`src/rtl/display_pager_if.sv`:
```
// Display pager signal bundle: page/blink/blank controls and glyph data in,
// registered segment lanes and displayed page index out.
interface display_pager_if #(
    parameter int NUM_DIGITS = 4,
    parameter int NUM_PAGES  = 4
);
    localparam int PW = $clog2(NUM_PAGES);

    logic [NUM_PAGES-1:0]              page_sel;
    logic                              auto_en;
    logic                              sync_ok;
    logic                              blank_lz;
    logic [NUM_PAGES*NUM_DIGITS*5-1:0] glyph;
    logic [NUM_DIGITS*7-1:0]           hex;
    logic [PW-1:0]                     page;

    modport master (
        output page_sel, auto_en, sync_ok, blank_lz, glyph,
        input  hex, page
    );

    modport slave (
        input  page_sel, auto_en, sync_ok, blank_lz, glyph,
        output hex, page
    );
endinterface

```
`src/rtl/display_pager.sv`:
```
// display_pager: paged seven-segment driver with switch/auto page selection,
// blink while unsynchronised and leading-zero blanking. Outputs are active low.
// Optional build macro DISPLAY_PAGER_SCAN_EN enables multiplexed-panel mode,
// where only one lane (rotating once per tick) carries its pattern.
module display_pager #(
    parameter int NUM_DIGITS  = 4,
    parameter int NUM_PAGES   = 4,
    parameter int TICK_DIV    = 50000,
    parameter int DWELL_TICKS = 3000,
    parameter int BLINK_TICKS = 500
) (
    input  logic             clk,
    input  logic             reset_n,
    display_pager_if.slave   bus
);
    localparam int PW  = $clog2(NUM_PAGES);
    localparam int PSW = $clog2(TICK_DIV);
    localparam int DW  = (DWELL_TICKS > 1) ? $clog2(DWELL_TICKS) : 1;
    localparam int BW  = (BLINK_TICKS > 1) ? $clog2(BLINK_TICKS) : 1;

    typedef enum logic {PH_OFF = 1'b0, PH_ON = 1'b1} phase_t;

    logic [PSW-1:0]          presc;
    logic                    tick;
    logic [DW-1:0]           dwell;
    logic [BW-1:0]           blink_cnt;
    phase_t                  phase;
    logic [PW-1:0]           sel_idx;
    logic [NUM_DIGITS*7-1:0] hex_next;

`ifdef DISPLAY_PAGER_SCAN_EN
    localparam int SW = (NUM_DIGITS > 1) ? $clog2(NUM_DIGITS) : 1;
    logic [SW-1:0] scan_idx;
`endif

    // Active-high GFEDCBA pattern for a 5-bit glyph code.
    function automatic logic [6:0] decode(input logic [4:0] g);
        case (g)
            5'h00: decode = 7'b0111111;
            5'h01: decode = 7'b0000110;
            5'h02: decode = 7'b1011011;
            5'h03: decode = 7'b1001111;
            5'h04: decode = 7'b1100110;
            5'h05: decode = 7'b1101101;
            5'h06: decode = 7'b1111101;
            5'h07: decode = 7'b0000111;
            5'h08: decode = 7'b1111111;
            5'h09: decode = 7'b1101111;
            5'h0A: decode = 7'b1110111;
            5'h0B: decode = 7'b1111100;
            5'h0C: decode = 7'b0111001;
            5'h0D: decode = 7'b1011110;
            5'h0E: decode = 7'b1111001;
            5'h0F: decode = 7'b1110001;
            5'h11: decode = 7'b1000000;
            5'h12: decode = 7'b1011100;
            5'h13: decode = 7'b1111000;
            5'h14: decode = 7'b0011100;
            5'h15: decode = 7'b1110100;
            5'h16: decode = 7'b1010000;
            5'h17: decode = 7'b1010100;
            5'h18: decode = 7'b1110011;
            5'h19: decode = 7'b0111000;
            default: decode = 7'b0000000;
        endcase
    endfunction

    // Tick is a one-cycle pulse on the cycle the prescaler wraps.
    assign tick = (presc == PSW'(TICK_DIV - 1));

    // Lowest set page_sel bit wins.
    always_comb begin
        sel_idx = '0;
        for (int unsigned i = NUM_PAGES; i > 0; i--) begin
            if (bus.page_sel[i-1]) sel_idx = PW'(i - 1);
        end
    end

    // Next segment image: blanking scan from the top digit, decode, scan mask, blink.
    always_comb begin
        logic       seen_nz;
        logic [4:0] g;
        logic       lane_en;
        int unsigned d;
        hex_next = '1;
        seen_nz  = 1'b0;
        g        = '0;
        lane_en  = 1'b1;
        d        = 0;
        for (int unsigned k = 0; k < NUM_DIGITS; k++) begin
            d = NUM_DIGITS - 1 - k;
            g = bus.glyph[(int'(bus.page) * NUM_DIGITS + int'(d)) * 5 +: 5];
            if (g != 5'h00) begin
                seen_nz = 1'b1;
            end else if (bus.blank_lz && !seen_nz && d != 0) begin
                g = 5'h10;
            end
`ifdef DISPLAY_PAGER_SCAN_EN
            lane_en = (32'(scan_idx) == d);
`else
            lane_en = 1'b1;
`endif
            // sync_ok bypasses the phase register so a rise restores the display next edge.
            if (lane_en && (bus.sync_ok || phase == PH_ON))
                hex_next[d*7 +: 7] = ~decode(g);
        end
    end

    // Tick prescaler.
    always_ff @(posedge clk or negedge reset_n) begin
        if (!reset_n)  presc <= '0;
        else if (tick) presc <= '0;
        else           presc <= presc + 1'b1;
    end

    // Page register and dwell counter; page_sel overrides any same-cycle tick.
    always_ff @(posedge clk or negedge reset_n) begin
        if (!reset_n) begin
            bus.page <= '0;
            dwell    <= '0;
        end else if (bus.page_sel != '0) begin
            bus.page <= sel_idx;
            dwell    <= '0;
        end else if (bus.auto_en) begin
            if (tick) begin
                if (dwell == DW'(DWELL_TICKS - 1)) begin
                    dwell    <= '0;
                    bus.page <= (bus.page == PW'(NUM_PAGES - 1)) ? '0 : bus.page + 1'b1;
                end else begin
                    dwell <= dwell + 1'b1;
                end
            end
        end else begin
            dwell <= '0;
        end
    end

    // Blink phase: forced on while synchronised, toggles every BLINK_TICKS ticks otherwise.
    always_ff @(posedge clk or negedge reset_n) begin
        if (!reset_n) begin
            phase     <= PH_ON;
            blink_cnt <= '0;
        end else if (bus.sync_ok) begin
            phase     <= PH_ON;
            blink_cnt <= '0;
        end else if (tick) begin
            if (blink_cnt == BW'(BLINK_TICKS - 1)) begin
                blink_cnt <= '0;
                phase     <= (phase == PH_ON) ? PH_OFF : PH_ON;
            end else begin
                blink_cnt <= blink_cnt + 1'b1;
            end
        end
    end

`ifdef DISPLAY_PAGER_SCAN_EN
    // Scan lane index advances once per tick.
    always_ff @(posedge clk or negedge reset_n) begin
        if (!reset_n)  scan_idx <= '0;
        else if (tick) scan_idx <= (scan_idx == SW'(NUM_DIGITS - 1)) ? '0 : scan_idx + 1'b1;
    end
`endif

    // Registered segment outputs.
    always_ff @(posedge clk or negedge reset_n) begin
        if (!reset_n) bus.hex <= '1;
        else          bus.hex <= hex_next;
    end
endmodule

```
`src/flat_wrapper.sv`:
```
// flat-port wrapper written by rule: the top's interface ports become plain ports
module display_pager_flat 
#(
    parameter int NUM_DIGITS  = 4,
    parameter int NUM_PAGES   = 4,
    parameter int TICK_DIV    = 50000,
    parameter int DWELL_TICKS = 3000,
    parameter int BLINK_TICKS = 500
)
  (clk, reset_n, bus_page_sel, bus_auto_en, bus_sync_ok, bus_blank_lz, bus_glyph, bus_hex, bus_page);
  display_pager_if #(.NUM_DIGITS(NUM_DIGITS), .NUM_PAGES(NUM_PAGES)) bus_i ();
  input  logic clk;
  input  logic reset_n;
  input wire logic [$bits(bus_i.page_sel)-1:0] bus_page_sel;
  input wire logic [$bits(bus_i.auto_en)-1:0] bus_auto_en;
  input wire logic [$bits(bus_i.sync_ok)-1:0] bus_sync_ok;
  input wire logic [$bits(bus_i.blank_lz)-1:0] bus_blank_lz;
  input wire logic [$bits(bus_i.glyph)-1:0] bus_glyph;
  output wire logic [$bits(bus_i.hex)-1:0] bus_hex;
  output wire logic [$bits(bus_i.page)-1:0] bus_page;
  assign bus_i.page_sel = bus_page_sel;
  assign bus_i.auto_en = bus_auto_en;
  assign bus_i.sync_ok = bus_sync_ok;
  assign bus_i.blank_lz = bus_blank_lz;
  assign bus_i.glyph = bus_glyph;
  assign bus_hex = bus_i.hex;
  assign bus_page = bus_i.page;
  display_pager #(.NUM_DIGITS(NUM_DIGITS), .NUM_PAGES(NUM_PAGES), .TICK_DIV(TICK_DIV), .DWELL_TICKS(DWELL_TICKS), .BLINK_TICKS(BLINK_TICKS)) u_core (.clk(clk), .reset_n(reset_n), .bus(bus_i));
endmodule
```
`config.mk`:
```
export PLATFORM = sky130hd
export DESIGN_NAME = display_pager_flat
export DESIGN_NICKNAME = d
export VERILOG_FILES = /design/src/rtl/display_pager_if.sv /design/src/rtl/display_pager.sv /design/src/flat_wrapper.sv
export SDC_FILE = /design/constraint.sdc
export NUM_CORES = 1
export LEC_CHECK = 0
export ABC_AREA = 0
export BUFFER_PORTS_ARGS = -buffer_cell sky130_fd_sc_hd__buf_2
export CAP_MARGIN = 40
export CELL_PAD_IN_SITES_DETAIL_PLACEMENT = 0
export CELL_PAD_IN_SITES_GLOBAL_PLACEMENT = 1
export CORE_MARGIN = 4
export CORE_UTILIZATION = 44
export CTS_BUF_LIST = sky130_fd_sc_hd__clkbuf_16
export DETAILED_ROUTE_END_ITERATION = 8
export PLACE_DENSITY = 0.87
export SLEW_MARGIN = 25
export SYNTH_ARGS = -nofsm -noshare
export SYNTH_HDL_FRONTEND = slang
export SYNTH_SLANG_ARGS = --single-unit
```
`constraint.sdc`:
```
create_clock -name clk -period 4.26 [get_ports clk]
set_clock_uncertainty 0.2 [all_clocks]
set_input_delay 0.639 -clock clk [delete_from_list [all_inputs] [get_ports clk]]
set_output_delay 0.639 -clock clk [all_outputs]
set_load 0.01 [all_outputs]
```
==> impl_metrics.tcl <==
set metrics [dict create \
    r2r-start "u_core.bus.page[0]" \
    vdd_drop_max_uv 198.0 \
    antenna_found_initial 0 \
    grt_setup_unrepaired "false" \
    grt_usage_pct 20.81 \
    required_ps 4340 \
    dpl_worst_slack_ps 498.6 \
    ys_seq_area_share_pct 25.34 \
    core_sq_mm 0.01526 \
    nets 964 \
    portBuffers 118 \
    grt_pass1_vias 5935 \
    diodes 0 \
    overflow 0 \
    fillCellCount 1423 \
    path_buf_inv 2 \
    worst_pin_slew_ps 639.1 \
    slew_viol_final 0 \
    grt_pass1_wl_microns 30390 \
    yosysWarningCount 0 \
    cp_cell_sequence "buf_4, ha_1, nor2b_1, a22oi_1, and4_1, a311o_1, inv_1, ha_1, nand2_1, or3_1, mux2_4, nand3_2" \
    viasPerCell 5.808 \
    clock_latency_ps 330 \
    synth-edff-count 0 \
    drive_gt1_share_pct 31.03 \
    syn_area_per_cell_sq_um 9.420 \
    fp.dieH_microns 132.8 \
    power.leakage_nw 3.403 \
    grt_max_degree 56 \
    hp-class "input pin to asynchronous set/reset pin" \
    crit_fanout 49 \
    period_minus_slack_ps 3814 \
    slew_headroom_pct 57.39 \
    synth_ff_type "dfrtp_1" \
    synth_cell_types 81 \
    worst_slack_ps 446.3 \
    post_cts_buffers 0 \
    finalWeightedCongestion 0.9863 \
    critical_path.most_common_cell "ha_1" \
    drt_iter0_drc 539 \
    crit_type "flip-flop to flip-flop" \
    worstSetupStartpointType "flip-flop" \
    cts.path.max_buffers 2 \
    tns_ps 0 \
    power_density_mw_per_mm2 373.1 \
    start_util_pct 44.94 \
    dieArea_sq_mm 0.01765 \
    arrival_ps 3890 \
    drc 0 \
    slowest_delay_ps 530 \
    drtAntennaViolNets 0 \
    design.portCount 119 \
    cts_hold_repair.buffers 0 \
    multi_input_area_sq_mm 0.004741 \
    critPathSlowestCell "buf_4" \
    status "finished, final reports clean" \
    cts_tree "yes" \
    cts.sinks 68 \
    fp-row-count 45 \
    dieWidth_microns 132.8 \
    vias 6110 \
    syn_to_final_growth_pct 15.84 \
    maxCapViolCount 0 \
    setup_violations 0 \
    placed_area_sq_mm 0.007651 \
    clk_pin_slew_ps 60 \
    critPathCaptureType "flip-flop" \
    finalHoldViolations 0 \
    finalPower_mw 2.964 \
    cts_htree_levels 3 \
    cp-startpoint "u_core.bus.page[0]" \
    async_reset_ff_share_pct 100.0 \
    crit_family "simple AND/OR/NAND/NOR gates" \
    dp_hpwl_microns 14490 \
    synth_nets 856 \
    synth_seq_cells 68 \
    max_freq_mhz 262.2 \
    period_share_pct 89.52 \
    cts_resized 0 \
    seq_area_sq_mm 0.001743 \
    design_area_sq_mm 0.007944 \
    syn_inst 728 \
    root_buffer "clkbuf_16" \
    wl_per_cell_microns 17.54 \
    drt_wl_total_microns 18450 \
    synth_area_sq_mm 0.006858 \
    cts_buffers 9 \
    drtPass1Iterations 5 \
]
## worst paths after layout
kind / end / slack [ps] / cells past startpoint
min reg2reg: u_core.presc[0] / 260 / 1
min in group clk: u_core.presc[0] / 260 / 1
min: u_core.bus.hex[6] / 260 / 2
max in group asynchronous: u_core.bus.hex[12] / 3250 / 3
max reg2reg: u_core.bus.hex[9] / 450 / 12
max: u_core.bus.hex[9] / 450 / 12
## through the flow
| step | utilization (%) | hold slack [ps] | std cells |
|---|---|---|---|
| final | 52.06 | 260.8 | 1052 |
| after global routing | 52.06 | 292.3 | 1052 |
| after floorplan | - | 143.4 | 728 |
| after detailed placement | 50.14 | 251.2 | 1036 |
| after CTS | 52.06 | 258.7 | 1052 |
| after global placement | 49.91 | 252.1 | 1034 |
## layer usage
metal | track usage, % | share of wire (%) | vias up
met5 | 0 | 0 | -
met4 | 7.794 | 3.1 | 0
met3 | 4.259 | 6.2 | 47
met2 | 31.83 | 45 | 234
met1 | 29.09 | 46 | 2902
li1 | - | - | 2927
## worst reg2reg max path: stages (launching register included)
cell	delay, ps
dfrtp_4	440
buf_4	530
ha_1	550
nor2b_1	290
a22oi_1	90
and4_1	190
a311o_1	390
inv_1	170
ha_1	210
nand2_1	50
or3_1	300
mux2_4	270
nand3_2	70
## area by class of cell
type	instances	share of cell area [%]
multi-input cells	586	59.68
flip-flops and latches	68	21.94
repair buffers	143	10.05
well taps	211	3.323
clock buffers	9	2.835
inverters	28	1.323
clock inverters	7	0.8505
## Yosys cell counts (10+ instances only)
| library cell | number | area share, % |
|---|---|---|
| a21oi_1 | 23 | 1.7 |
| a22oi_1 | 14 | 1.5 |
| buf_2 | 16 | 1.2 |
| clkbuf_1 | 13 | 0.71 |
| dfrtp_1 | 39 | 14 |
| dfstp_2 | 29 | 11 |
| ha_1 | 39 | 7.1 |
| inv_1 | 27 | 1.5 |
| mux2_2 | 13 | 2.1 |
| mux2i_1 | 70 | 10 |
| mux4_2 | 37 | 12 |
| nand2_1 | 59 | 3.2 |
| nand2b_1 | 10 | 0.91 |
| nand3_1 | 25 | 1.8 |
| nor2_1 | 78 | 4.3 |
| nor2b_1 | 11 | 1.0 |
| o21ai_0 | 41 | 3.0 |
| xor2_1 | 18 | 2.3 |
## state kept, by name, indices dropped and copies added, names as in the netlist
signal,count
u_core.blink_cnt,9
u_core.bus.hex,28
u_core.bus.page,2
u_core.dwell,12
u_core.phase,1
u_core.presc,16
## kinds of logic after synthesis
logic type | Yosys count | share of synthesized area, %
compound gates | 160 | 16.24
xor+xnor | 27 | 3.448
fa+ha+maj | 39 | 7.116
buf+inv | 74 | 5.674
flops | 68 | 25.34
mux | 124 | 25.43
simple gates | 236 | 16.75
## where the power goes
part / internal, mW / total [mW] / switching [mW]
clock: 0.450 / 0.732 / 0.281
sequential: 0.829 / 0.873 / 0.0437
combinational: 0.585 / 1.36 / 0.775
## cells in the final DEF (no fill, tap or decap), types with 5 or more instances in the layout
cell type and instances:
a21oi_1 23, a22oi_1 14, and3_1 9, buf_2 118, buf_4 24, clkbuf_16 9
dfrtp_1 37, dfstp_2 29, ha_1 39, inv_1 28, mux2_2 13, mux2i_1 70
mux4_2 37, nand2_1 59, nand2b_1 10, nand3_1 25, nand4_1 9, nor2_1 78
nor2b_1 11, nor3_1 7, o211ai_1 7, o21ai_0 41, o22ai_1 7, o31ai_1 5
xnor2_1 9, xor2_1 18
Power figures use the tool's default switching activity.
